File: src/rtl/uart_tx_fifo_buf.sv
// uart_tx_fifo_buf: circular transmit FIFO that drains into a UART.
// Words written by a producer are queued in a 2**ADDR_W deep buffer and handed
// to the transmitter one at a time. Each hand-off is a single-cycle tx_start
// pulse, followed by waiting for tx_busy to rise and then fall again.
// The buffer also reports its fill level, almost-full and full, and keeps a
// sticky overflow flag.
module uart_tx_fifo_buf #(
    parameter int DATA_W    = 8,
    parameter int ADDR_W    = 4,
    parameter int AFULL_LVL = 12
) (
    input  logic              clk,
    input  logic              rst,
    input  logic              flush,
    input  logic              wr_en,
    input  logic [DATA_W-1:0] wr_data,
    output logic              wr_ready,
    output logic              overflow,
    input  logic              tx_busy,
    output logic              tx_start,
    output logic [DATA_W-1:0] tx_data,
    output logic              empty,
    output logic              full,
    output logic              almost_full,
    output logic [ADDR_W:0]   level
);

    localparam int              DEPTH     = 2 ** ADDR_W;
    localparam logic [ADDR_W:0] DEPTH_C   = {1'b1, {ADDR_W{1'b0}}};
    localparam logic [ADDR_W:0] AFULL_C   = (ADDR_W + 1)'(AFULL_LVL);
    localparam logic [ADDR_W:0] LVL_ONE_C = (ADDR_W + 1)'(32'd1);
    localparam logic [ADDR_W-1:0] PTR_ONE_C = ADDR_W'(32'd1);

    typedef enum logic [1:0] {
        ST_IDLE      = 2'd0,
        ST_START     = 2'd1,
        ST_WAIT_ACK  = 2'd2,
        ST_WAIT_DONE = 2'd3
    } state_t;

    state_t              state_r;
    state_t              state_nxt_s;
    logic [DATA_W-1:0]   mem_r [DEPTH];
    logic [ADDR_W-1:0]   wr_ptr_r;
    logic [ADDR_W-1:0]   rd_ptr_r;
    logic [ADDR_W:0]     level_r;
    logic [ADDR_W:0]     level_nxt_s;
    logic                empty_r;
    logic                full_r;
    logic                afull_r;
    logic                overflow_r;
    logic                tx_start_r;
    logic [DATA_W-1:0]   tx_data_r;
    logic                pop_s;
    logic                wr_acc_s;
    logic                ovf_set_s;

    assign wr_ready    = ~full_r;
    assign overflow    = overflow_r;
    assign tx_start    = tx_start_r;
    assign tx_data     = tx_data_r;
    assign empty       = empty_r;
    assign full        = full_r;
    assign almost_full = afull_r;
    assign level       = level_r;

    // Drain FSM next state; a pop is issued only when leaving IDLE.
    always_comb begin
        state_nxt_s = state_r;
        pop_s       = 1'b0;
        case (state_r)
            ST_IDLE: begin
                if (!tx_busy && !empty_r && !flush) begin
                    pop_s       = 1'b1;
                    state_nxt_s = ST_START;
                end else begin
                    state_nxt_s = ST_IDLE;
                end
            end
            ST_START: begin
                state_nxt_s = ST_WAIT_ACK;
            end
            ST_WAIT_ACK: begin
                if (tx_busy) begin
                    state_nxt_s = ST_WAIT_DONE;
                end else begin
                    state_nxt_s = ST_WAIT_ACK;
                end
            end
            ST_WAIT_DONE: begin
                if (!tx_busy) begin
                    state_nxt_s = ST_IDLE;
                end else begin
                    state_nxt_s = ST_WAIT_DONE;
                end
            end
            default: begin
                state_nxt_s = ST_IDLE;
            end
        endcase
    end

    // Write acceptance, overflow detection and next fill level.
    // A write into a full FIFO still goes through when a pop frees the slot in the same cycle.
    always_comb begin
        wr_acc_s  = wr_en && (!full_r || pop_s) && !flush;
        ovf_set_s = wr_en && full_r && !pop_s && !flush;
        if (flush) begin
            level_nxt_s = '0;
        end else if (wr_acc_s && !pop_s) begin
            level_nxt_s = level_r + LVL_ONE_C;
        end else if (!wr_acc_s && pop_s) begin
            level_nxt_s = level_r - LVL_ONE_C;
        end else begin
            level_nxt_s = level_r;
        end
    end

    // Drain FSM state register.
    always_ff @(posedge clk) begin
        if (rst) begin
            state_r <= ST_IDLE;
        end else begin
            state_r <= state_nxt_s;
        end
    end

    // Storage array; it needs no reset because the pointers and the level define validity.
    always_ff @(posedge clk) begin
        if (!rst && wr_acc_s) begin
            mem_r[wr_ptr_r] <= wr_data;
        end
    end

    // Read and write pointers, which wrap naturally at DEPTH.
    always_ff @(posedge clk) begin
        if (rst || flush) begin
            wr_ptr_r <= '0;
            rd_ptr_r <= '0;
        end else begin
            if (wr_acc_s) begin
                wr_ptr_r <= wr_ptr_r + PTR_ONE_C;
            end
            if (pop_s) begin
                rd_ptr_r <= rd_ptr_r + PTR_ONE_C;
            end
        end
    end

    // Level counter and status flags, registered from the next level so they line up with level.
    always_ff @(posedge clk) begin
        if (rst) begin
            level_r <= '0;
            empty_r <= 1'b1;
            full_r  <= 1'b0;
            afull_r <= 1'b0;
        end else begin
            level_r <= level_nxt_s;
            empty_r <= (level_nxt_s == '0);
            full_r  <= (level_nxt_s == DEPTH_C);
            afull_r <= (level_nxt_s >= AFULL_C);
        end
    end

    // Sticky overflow flag; only reset or flush clear it.
    always_ff @(posedge clk) begin
        if (rst || flush) begin
            overflow_r <= 1'b0;
        end else if (ovf_set_s) begin
            overflow_r <= 1'b1;
        end
    end

    // UART hand-off: a one-cycle start pulse, with data held until the next pop.
    always_ff @(posedge clk) begin
        if (rst) begin
            tx_start_r <= 1'b0;
            tx_data_r  <= '0;
        end else begin
            tx_start_r <= pop_s;
            if (pop_s) begin
                tx_data_r <= mem_r[rd_ptr_r];
            end
        end
    end

endmodule

File: config.mk
export PLATFORM = sky130hd
export DESIGN_NAME = uart_tx_fifo_buf
export DESIGN_NICKNAME = d
export VERILOG_FILES = /design/src/rtl/uart_tx_fifo_buf.sv
export SDC_FILE = /design/constraint.sdc
export NUM_CORES = 1
export LEC_CHECK = 0
export CORE_ASPECT_RATIO = 0.6
export CORE_MARGIN = 2
export CORE_UTILIZATION = 55
export DETAILED_ROUTE_END_ITERATION = 8
export PLACE_DENSITY = 0.74
export SYNTH_ARGS = -nofsm -noshare
export SYNTH_HDL_FRONTEND = slang
export SYNTH_SLANG_ARGS = --single-unit
export TNS_END_PERCENT = 1
File: constraint.sdc
create_clock -name clk -period 5.4 [get_ports clk]
set_input_delay 0.54 -clock clk [delete_from_list [all_inputs] [get_ports clk]]
set_output_delay 0.54 -clock clk [all_outputs]
set_load 0.005 [all_outputs]
==> Word-level counts from Yosys, hierarchy flattened <==
Memory sizes are Yosys's and may differ from the RTL's. A register that Yosys moved wholly into a read port is not among the register bits.
Cells that the tools add are included.
{ "word_totals": {"wordCells": 52, "output_inout_bits": 19, "mem_bits_rw": 128, "rom_bits": 0, "regBits": 20, "input_bits": 13, "latch_bits": 0, "n_memories": 1} }
{ "op_classes": {"magnitude_cmp": 1, "shift": 0, "n_mux": 11, "n_mul": 0, "eq_ne": 4, "n_reduce_logical": 21, "add_sub_neg": 4, "bitwise": 1, "n_div": 0} }
{ "memory_table": {"columns": ["memory", "words", "width", "read_ports", "rd_ports_with_merged_regs", "write_ports", "line_no", "text"], "rows": [
  ["mem_r", 16, 8, 1, 1, 1, "43", "logic [DATA_W-1:0] mem_r [DEPTH];"]
]} }
{ "op_table": {"columns": ["op", "n"], "rows": [
  ["$mux 5", 3],
  ["$logic_and 1x1->1", 10],
  ["$add 4x1->4 const B", 2],
  ["$pmux 2 s4", 1],
  ["$logic_not 1->1", 7],
  ["$mux 1", 6],
  ["$add 5x1->5 const B", 1],
  ["$eq 5x5->1 const B", 1],
  ["$ge 5x4->1 const B", 1],
  ["$logic_not 5->1", 1],
  ["$sub 5x1->5 const B", 1],
  ["$eq 2x2->1 const B", 2],
  ["$eq 2x1->1 const B", 1],
  ["$logic_not 2->1", 1],
  ["$logic_or 1x1->1", 2],
  ["$mux 2", 1],
  ["$not 1->1", 1]
]} }

==> Depth between registers and ports, before layout <==
Gate-level depths: netlist of the first run.
{ "depth": {"word_depth": 14, "depth_mapped": 7, "ltp_nobuf": 7} }

==> Worst setup path after synthesis of the first run <==
OpenSTA, ideal clock, no wires.
{ "synth_path": {"path_type": "in2reg", "from": "input port tx_busy", "to": "memory mem_r[15][0] (enable)", "path_stages": 5, "setup_time_ns": 0.370, "arrival_ns": 1.768, "path_buffers": 1, "setup_slack_ns": 3.262, "cell_sequence": "nor4_2 -> o211a_1 -> buf_2 -> nand2_1 -> nor2_1"} }
{ "synth_between": {"elab_chain_cells": 11} }
{ "synth_lines": {"columns": ["element", "line_no", "text"], "rows": [
  ["start: declaration", "19", "input logic tx_busy,"],
  ["$logic_not 1->1", null, null],
  ["$logic_and 1x1->1 (2 in a row)", "73", "if (!tx_busy && !empty_r && !flush) begin"],
  ["$mux 1", "73", null],
  ["$mux 1", "71", "case (state_r)"],
  ["$logic_or 1x1->1", "106", "wr_acc_s = wr_en && (!full_r || pop_s) && !flush;"],
  ["$logic_and 1x1->1 (2 in a row)", "106", null],
  ["$logic_and 1x1->1", "130", "if (!rst && wr_acc_s) begin"],
  ["$mux 1", "130", null],
  ["$mux 1 (implied by the code)", "131", "mem_r[wr_ptr_r] <= wr_data;"],
  ["end: declaration", "43", null]
]} }
Every way passes these cells.

==> Worst setup path after layout of the first run <==
{ "layout_path": {"from": "input port tx_busy", "to": "memory mem_r[13][0] (enable)"} }
Same word-level chain as after synthesis.

==> results of run 1 <==
[sequential cells by signal, indices dropped and copies added, names as in the netlist]
signal	count
mem_r	128
wr_ptr_r	4
empty	1
tx_start	1
almost_full	1
level	5
full	1
state_r	2
tx_data	8
rd_ptr_r	4
overflow	1
[worst max-delay path: cells and delay by family]
| family | cells | cell delay [ns] |
|---|---|---|
| AND/OR/NAND/NOR | 3 | 1.33 |
| buffers and inverters | 1 | 0.46 |
| AO/OA/AOI/OAI | 1 | 0.38 |
[report_power, final]
part	total, W	switching [W]	internal [W]
logic	0.0000835	0.0000530	0.0000305
clock network	0.00113	0.000474	0.000661
registers	0.00131	0.00000576	0.00131
[Yosys cell counts (all sizes together)]
library cell    n
edfxtp        128
nor2           46
mux4           32
dfxtp          28
a21oi          19
nand2          17
a22oi          16
buf            10
clkbuf         10
inv             9
ha              7
nand3           7
nor3            4
nor4            4
xnor2           4
mux2i           3
nand2b          3
nor2b           3
xor2            3
and2            2
nand4           2
a211o           1
a211oi          1
a21o            1
a311o           1
a41oi           1
nand3b          1
nor3b           1
o211a           1
o21ai           1
o221ai          1
o22ai           1
o31ai           1
or3             1
or4             1
or4b            1
[cells by family (layout without fill, tap and decap cells)]
family	after synthesis	count (layout)	synth area share [%]
DFF	156	156	71.54
muxes	35	35	12.20
and+or+nand+nor	93	93	6.972
xor gates and xnor gates	7	7	0.9960
AOI/OAI and AO/OA	45	45	4.980
adders and majority gates	7	7	1.423
buffers and inverters	29	74	1.890
[area by class of cell]
class,count,area share (%)
multi-input cells,187,22.89
repair buffers,33,4.553
clock inverters,10,1.051
inverters,9,0.4728
well taps,139,2.434
flip-flops and latches,156,61.65
clock buffers,22,6.951
[per-stage QoR]
stage	total power (W)	setup WS (ns)	hold slack, ns
after floorplan	0.001374	3.262	0.4647
after global placement	0.001418	2.430	0.4659
after detailed placement	0.001420	2.321	0.4678
after CTS	0.002537	2.758	0.4836
after global routing	0.002606	2.571	0.5330
final	0.002531	2.722	0.4838
[path summary, 6_finish.rpt]
check	from	end	slack (ns)	depth (start not counted)
max	tx_busy	mem_r[13][0]	2.72	5
min reg2reg	overflow	overflow	0.48	2
max reg2reg	state_r[1]	mem_r[13][0]	2.83	4
min	overflow	overflow	0.48	2
[metal layers]
metal | wire length [µm] | GRT usage [%] | vias up | part of all wire (%)
met5 | 0 | 0 | - | 0
met4 | 99 | 5.455 | 0 | 0.71
met3 | 1771 | 11.17 | 14 | 13
met2 | 5862 | 35.03 | 179 | 42
met1 | 6260 | 37.50 | 1760 | 45
li1 | - | - | 1512 | -
==> results_dict.tcl, run 1 <==
set metrics [dict create \
    io_buffers 31 \
    die_h_um 85.95 \
    antenna_found_initial 0 \
    hold_violations 0 \
    ys_top_cells_by_area "edfxtp_1 62%, mux4_2 12%, dfxtp_1 9.1%, nor2_1 2.8%, a22oi_1 2.0%" \
    clockRootBuffer "clkbuf_16" \
    timing.fmax_mhz 373.4 \
    worstPathMaxFanout 8 \
    fin_util_pct 66.53 \
    holdCritPathClass "reg -> reg" \
    yosys.area.top_type "edfxtp_1" \
    cts_made_buffers 17 \
    avgSynthCellArea_um2 16.55 \
    initial_utilization_pct 57.32 \
    worst_slew_pin_slew_ns 0.9544 \
    min_period_ns 2.678 \
    ios 32 \
    cap_violations 0 \
    cp.required_ns 5.44 \
    antennaDiodeCount 0 \
    synth_warnings 0 \
    layout-drive-gt1-share_pct 16.79 \
    layout_common_cells "128 x edfxtp_1, 46 x nor2_1, 32 x mux4_2" \
    status "complete, no violations" \
    seq_area_frac_synth_pct 71.54 \
    drv_slew 0 \
    ys_ff_latch 156 \
    dieArea_um2 12080 \
    synth_top_area_share_pct 62.44 \
    syn_nets 392 \
    finalSetupTns_ns 0 \
    cts_tree "yes" \
    rows 29 \
    grt.total_usage_pct 25.28 \
    critPathKind "in -> reg" \
    drc 0 \
    core_um2 10740 \
    place_congestion 0.8842 \
    drtIter0Drc 358 \
    slowest_delay_ns 0.64 \
    synth_area_um2 6156 \
    multi_input_area_um2 1635 \
    dr.pass1.iters 4 \
    grt_pass1_wl_um 21220 \
    overflow 0 \
    postLayoutCellArea_um2 7146 \
    postCtsSetupBuffers 0 \
    hpwl_um 9621 \
    period_share_pct 49.59 \
    post_drt_wl_per_cell_um 25.17 \
    area_growth_pct 16.08 \
    cp-end-kind "flop" \
    setup_viol 0 \
    power.density_nw_per_um2 354.2 \
    viasPerCell 6.232 \
    path_clk_slew_ns 0.06 \
    post_dp_cell_area_um2 6574 \
    seq_area_um2 4405 \
    fillers 715 \
    finClkSkew_ns 0.01051 \
    slowest_stage "nor2_1" \
    netlist_instances 372 \
    grt_pass1_vias 3516 \
    vias 3465 \
    cp_cell_sequence "clkdlybuf4s50_1 > nor4_2 > o211a_1 > nand2_1 > nor2_1" \
    ctsHoldBuffers 0 \
    grt_max_degree 36 \
    die_w_um 140.6 \
    wl_um 14000 \
    placed_cells 524 \
    clock-sinks 156 \
    leakagePower_nw 2.266 \
    ir_drop_uv 247.6 \
    nets 424 \
    clk_latency_ns 0.42 \
    clk_path_buf_depth 2 \
    final_cells 556 \
    synth_cell_types 39 \
    final_common_cell "edfxtp_1" \
    ctsResizeCount 0 \
    start_kind "primary input" \
    rsz0062_at_grt "no" \
    maxSlewHeadroom_pct 36.17 \
    final_antenna_net_count 0 \
    worstPathArrival_ns 2.72 \
    cts_max_level 4 \
]
Note: power is estimated with default switching activity, not from simulation.
==> inputs of run 2 (changes only) <==
--- a/config.mk
+++ b/config.mk
@@ -7,9 +7,9 @@
 export LEC_CHECK = 0
 export CORE_ASPECT_RATIO = 0.6
 export CORE_MARGIN = 2
-export CORE_UTILIZATION = 55
+export CORE_UTILIZATION = 53
 export DETAILED_ROUTE_END_ITERATION = 8
-export PLACE_DENSITY = 0.74
+export PLACE_DENSITY = 0.75
 export SYNTH_ARGS = -nofsm -noshare
 export SYNTH_HDL_FRONTEND = slang
 export SYNTH_SLANG_ARGS = --single-unit
==> constraint.sdc (replaced) <==
create_clock -name clk -period 2.2 [get_ports clk]
set_input_delay 0.22 -clock clk [delete_from_list [all_inputs] [get_ports clk]]
set_output_delay 0.22 -clock clk [all_outputs]
set_load 0.005 [all_outputs]
==> run 2 against run 1 <==
Effect of this change: sequential power rose by 150%; clock skew grew 0.00069 ns; total power rose by 140%; via count up 1.9%; register-to-register slack got worse by 2.7 ns; sequential share of layout area fell by 2.5 points; cell count increased by 10%; critical endpoint is now tx_data[1]; largest cell class unchanged.
==> results_dict.tcl, run 2 (same netlist as run 1, synthesis figures left out) <==
set metrics [dict create \
    die_h_um 87.48 \
    dieArea_um2 12520 \
    antennaDiodeCount 0 \
    regToRegStartpoint "rd_ptr_r[0]" \
    clk_path_buf_depth 2 \
    maxSlewHeadroom_pct 60.87 \
    cts_max_level 4 \
    leakagePower_nw 2.452 \
    worst_slew_pin_slew_ns 0.5851 \
    regToRegSetupSlack_ns 0.14 \
    antenna_found_initial 0 \
    power.total_w 0.006088 \
    reg2reg_to "tx_data[1]" \
    hold_violations 0 \
    status "complete, no violations" \
    cts_made_buffers 17 \
    hpwl_um 8900 \
    layout-drive-gt1-share_pct 23.79 \
    clock-sinks 156 \
    ios 32 \
    wl_um 13290 \
    finalSetupTns_ns 0 \
    placed_cells 582 \
    ctsResizeCount 0 \
    finClkSkew_ns 0.01120 \
    initial_utilization_pct 54.49 \
    rsz0062_at_grt "no" \
    timing.fmax_mhz 485.8 \
    io_buffers 31 \
    fillers 779 \
    largest_reg_flops 128 \
    grt.total_usage_pct 23.82 \
    regMostFlops "mem_r" \
    drv_slew 0 \
    drtIter0Drc 446 \
    overflow 0 \
    layout_common_cells "128 x edfxtp_1, 46 x nor2_1, 36 x buf_4" \
    holdCritPathClass "in -> reg" \
    start_kind "flop" \
    min_period_ns 2.059 \
    worstPathArrival_ns 2.37 \
    final_antenna_net_count 0 \
    post_drt_wl_per_cell_um 21.64 \
    postCtsSetupBuffers 0 \
    core_um2 11300 \
    rows 30 \
    cap_violations 0 \
    clockRootBuffer "clkbuf_16" \
    place_congestion 0.8494 \
    cp-end-kind "flop" \
    cts_tree "yes" \
    crit_path_start "rd_ptr_r[0]" \
    worstPathMaxFanout 12 \
    viasPerCell 5.751 \
    grt_pass1_vias 3487 \
    final_common_cell "edfxtp_1" \
    dr.pass1.iters 5 \
    r2r_cells 6 \
    period_share_pct 93.57 \
    setup_viol 0 \
    die_w_um 143.1 \
    ir_drop_uv 591.9 \
    clk_latency_ns 0.42 \
    endpoint "tx_data[1]" \
    drc 0 \
    grt_pass1_wl_um 20640 \
    path_clk_slew_ns 0.06 \
    grt_max_degree 36 \
    final_cells 614 \
    cp.required_ns 2.51 \
    power.density_nw_per_um2 816.9 \
    area_growth_pct 21.06 \
    ctsHoldBuffers 0 \
    vias 3531 \
    nets 461 \
    critPathKind "reg -> reg" \
]
[run 2: cell types whose count changed in the layout (fill, tap and decap cells not counted)]
cell        before  now
inv_4            3    0
clkinvlp_2       0    1
inv_6            3    7
clkinv_1         0    1
clkinvlp_4       1    0
clkinv_2         1    3
clkbuf_1         2    0
clkbuf_8         1    0
buf_12           0    3
buf_4            2   36
clkinv_4         2    3
clkbuf_16       19   17
[run 2: final cells by class]
type / count / area, µm² / area share, %
timing repair buffer: 70 / 640.6 / 8.596
inverter: 9 / 33.78 / 0.4533
clock buffer: 17 / 425.4 / 5.709
clock inverter: 15 / 111.4 / 1.494
multi-input combinational: 187 / 1635 / 21.94
sequential: 156 / 4405 / 59.12
tap: 160 / 200.2 / 2.686
[run 2: power breakdown]
| group | total [W] | switching (W) | leakage [nW] | internal [W] |
|---|---|---|---|---|
| clock | 0.00266 | 0.00120 | 0.267 | 0.00146 |
| combinational | 0.000208 | 0.000117 | 0.806 | 0.0000906 |
| sequential | 0.00322 | 0.0000136 | 1.38 | 0.00321 |
[run 2: worst min-delay path by stage]
stage | startpoint | to | cells after the start
global placement | tx_data[1] | tx_data[1] | 2
finish | tx_busy | state_r[0] | 3
floorplan | wr_data[0] | mem_r[0][0] | 0
global route | tx_busy | state_r[0] | 3
detailed placement | tx_data[0] | tx_data[0] | 2
CTS | tx_busy | state_r[0] | 3
[run 2: critical path, cell delays in order, from the launching register on]
cell and delay (ns):
dfxtp_2 0.55, buf_12 0.22, mux4_2 0.53, a22oi_1 0.25, a21oi_1 0.19, a21oi_1 0.15
nor2_1 0.05
[run 2: layer usage]
metal	global-route usage, %	share of wire [%]	wire length (µm)
met1	36.58	47	6195
met2	32.23	42	5629
met3	9.291	10	1339
met4	5.401	0.94	125
met5	0	0	0
[run 2: metrics by stage]
step                setup slack [ns]  instance area, µm²  hold WS, ns  util [%]
finish                        0.1414                7452       0.4672     65.96
global route                0.009883                7452       0.4697     65.96
CTS                           0.1475                7452       0.4478     65.96
detailed placement          -0.01584                6915       0.4823     61.21
global placement             0.04141                6915       0.4669     61.21
floorplan                     0.1494                6156       0.3189         -
==> inputs of run 3 (changes only) <==
--- a/config.mk
+++ b/config.mk
@@ -9,6 +9,7 @@
 export CORE_MARGIN = 2
 export CORE_UTILIZATION = 53
 export DETAILED_ROUTE_END_ITERATION = 8
+export MAX_ROUTING_LAYER = met4
 export PLACE_DENSITY = 0.75
 export SYNTH_ARGS = -nofsm -noshare
 export SYNTH_HDL_FRONTEND = slang
==> run 3 against run 2 <==
Effect of this change: count of clock-buffer cells in the layout stayed put; total power down 0.14%; sequential cell count unchanged; largest power group unchanged; highest routed layer unchanged.
==> results_dict.tcl, run 3 (same netlist as run 1, synthesis figures left out) <==
set metrics [dict create \
    final_common_cell "edfxtp_1" \
    worstPathArrival_ns 2.37 \
    postLayoutCellArea_um2 7452 \
    grt_pass1_vias 3480 \
    power.density_nw_per_um2 815.8 \
    status "complete, no violations" \
    min_period_ns 2.062 \
    grt_max_degree 36 \
    hold_violations 0 \
    ios 32 \
    clock-sinks 156 \
    nets 461 \
    cp.required_ns 2.51 \
    io_buffers 31 \
    finClkSkew_ns 0.01295 \
    regMostFlops "mem_r" \
    dieArea_um2 12520 \
    drv_slew 0 \
    initial_utilization_pct 54.49 \
    core_um2 11300 \
    rsz0062_at_grt "no" \
    ir_drop_uv 588.8 \
    rows 30 \
    wl_um 13390 \
    cap_violations 0 \
    seq_area_um2 4405 \
    worst_slew_pin_slew_ns 0.5915 \
    antenna_found_initial 0 \
    crit_top_cell "a21oi_1" \
    antennaDiodeCount 0 \
    place_congestion 0.8628 \
    ctsResizeCount 0 \
    holdCritPathClass "in -> reg" \
    grt.total_usage_pct 24.57 \
    multi_input_area_um2 1635 \
    largest_reg_flops 128 \
    overflow 0 \
    start_kind "flop" \
    fillers 779 \
    drtIter0Drc 409 \
    layout-drive-gt1-share_pct 23.79 \
    cts_max_level 4 \
    ctsHoldBuffers 0 \
    die_w_um 143.1 \
    layout_common_cells "128 x edfxtp_1, 46 x nor2_1, 36 x buf_4" \
    maxSlewHeadroom_pct 60.44 \
    area_growth_pct 21.06 \
    cts_made_buffers 17 \
    cp_cell_sequence "buf_12 > mux4_2 > a22oi_1 > a21oi_1 > a21oi_1 > nor2_1" \
    setup_viol 0 \
    grt_pass1_wl_um 20640 \
    critPathKind "reg -> reg" \
    viasPerCell 5.733 \
    post_dp_cell_area_um2 6915 \
    clockRootBuffer "clkbuf_16" \
    leakagePower_nw 2.452 \
    fin_util_pct 65.96 \
    cts_tree "yes" \
    period_share_pct 93.75 \
    worstPathMaxFanout 12 \
    clk_path_buf_depth 2 \
    slowest_delay_ns 0.55 \
    postCtsSetupBuffers 0 \
    cp-end-kind "flop" \
    timing.fmax_mhz 484.9 \
    clk_latency_ns 0.42 \
    drc 0 \
    vias 3520 \
    post_drt_wl_per_cell_um 21.80 \
    die_h_um 87.48 \
    slowest_stage "dfxtp_2" \
    hpwl_um 8900 \
    dr.pass1.iters 5 \
    path_clk_slew_ns 0.07 \
    final_antenna_net_count 0 \
]
[run 3: cell counts in the layout (fill, tap and decap cells not counted)]
No cell type changed its count.
[run 3: final timing paths]
path | startpoint | to | slack (ns) | cells after the start
max | rd_ptr_r[0] | tx_data[4] | 0.14 | 6
min | tx_busy | state_r[0] | 0.47 | 3
max reg2reg | rd_ptr_r[0] | tx_data[4] | 0.14 | 6
min reg2reg | tx_data[6] | tx_data[6] | 0.50 | 2
[run 3: power by group]
part           internal (W)  total, W  switching [W]
Combinational     0.0000906  0.000208       0.000118
Clock               0.00146   0.00265        0.00119
Sequential          0.00321   0.00322      0.0000136
[run 3: layer usage]
layer  part of all wire [%]  global-route usage (%)  up-vias
met2                     43                   32.23      165
met1                     46                   36.92     1764
li1                       -                       -     1581
met4                   0.83                   5.401        0
met5                      0                       -        -
met3                     11                   8.796       10
[run 3: worst max-delay path, delay by kind of cell (launching register included)]
kind                   cells  cell delay [ns]
AO/OA/AOI/OAI              3             0.61
flip-flops                 1             0.55
multiplexers               1             0.52
buffers and inverters      1             0.22
AND/OR/NAND/NOR            1             0.05
[run 3: layout make-up]
class / count / area share [%]
tap: 160 / 2.686
timing repair buffer: 70 / 8.596
multi-input combinational: 187 / 21.94
inverter: 9 / 0.4533
clock buffer: 17 / 5.709
sequential: 156 / 59.12
clock inverter: 15 / 1.494
[run 3: through the flow]
step | TNS (ns) | total power, W | hold WS, ns | cells | worst slack, ns
2_1_floorplan | 0 | 0.003373 | 0.3189 | 372 | 0.1494
3_3_place_gp | 0 | 0.003481 | 0.4669 | 582 | 0.04141
3_5_place_dp | -0.01584 | 0.003490 | 0.4823 | 582 | -0.01584
4_1_cts | 0 | 0.006134 | 0.4478 | 614 | 0.1475
5_1_grt | 0 | 0.006292 | 0.4698 | 614 | 0.009883
6_report | 0 | 0.006079 | 0.4742 | 614 | 0.1376
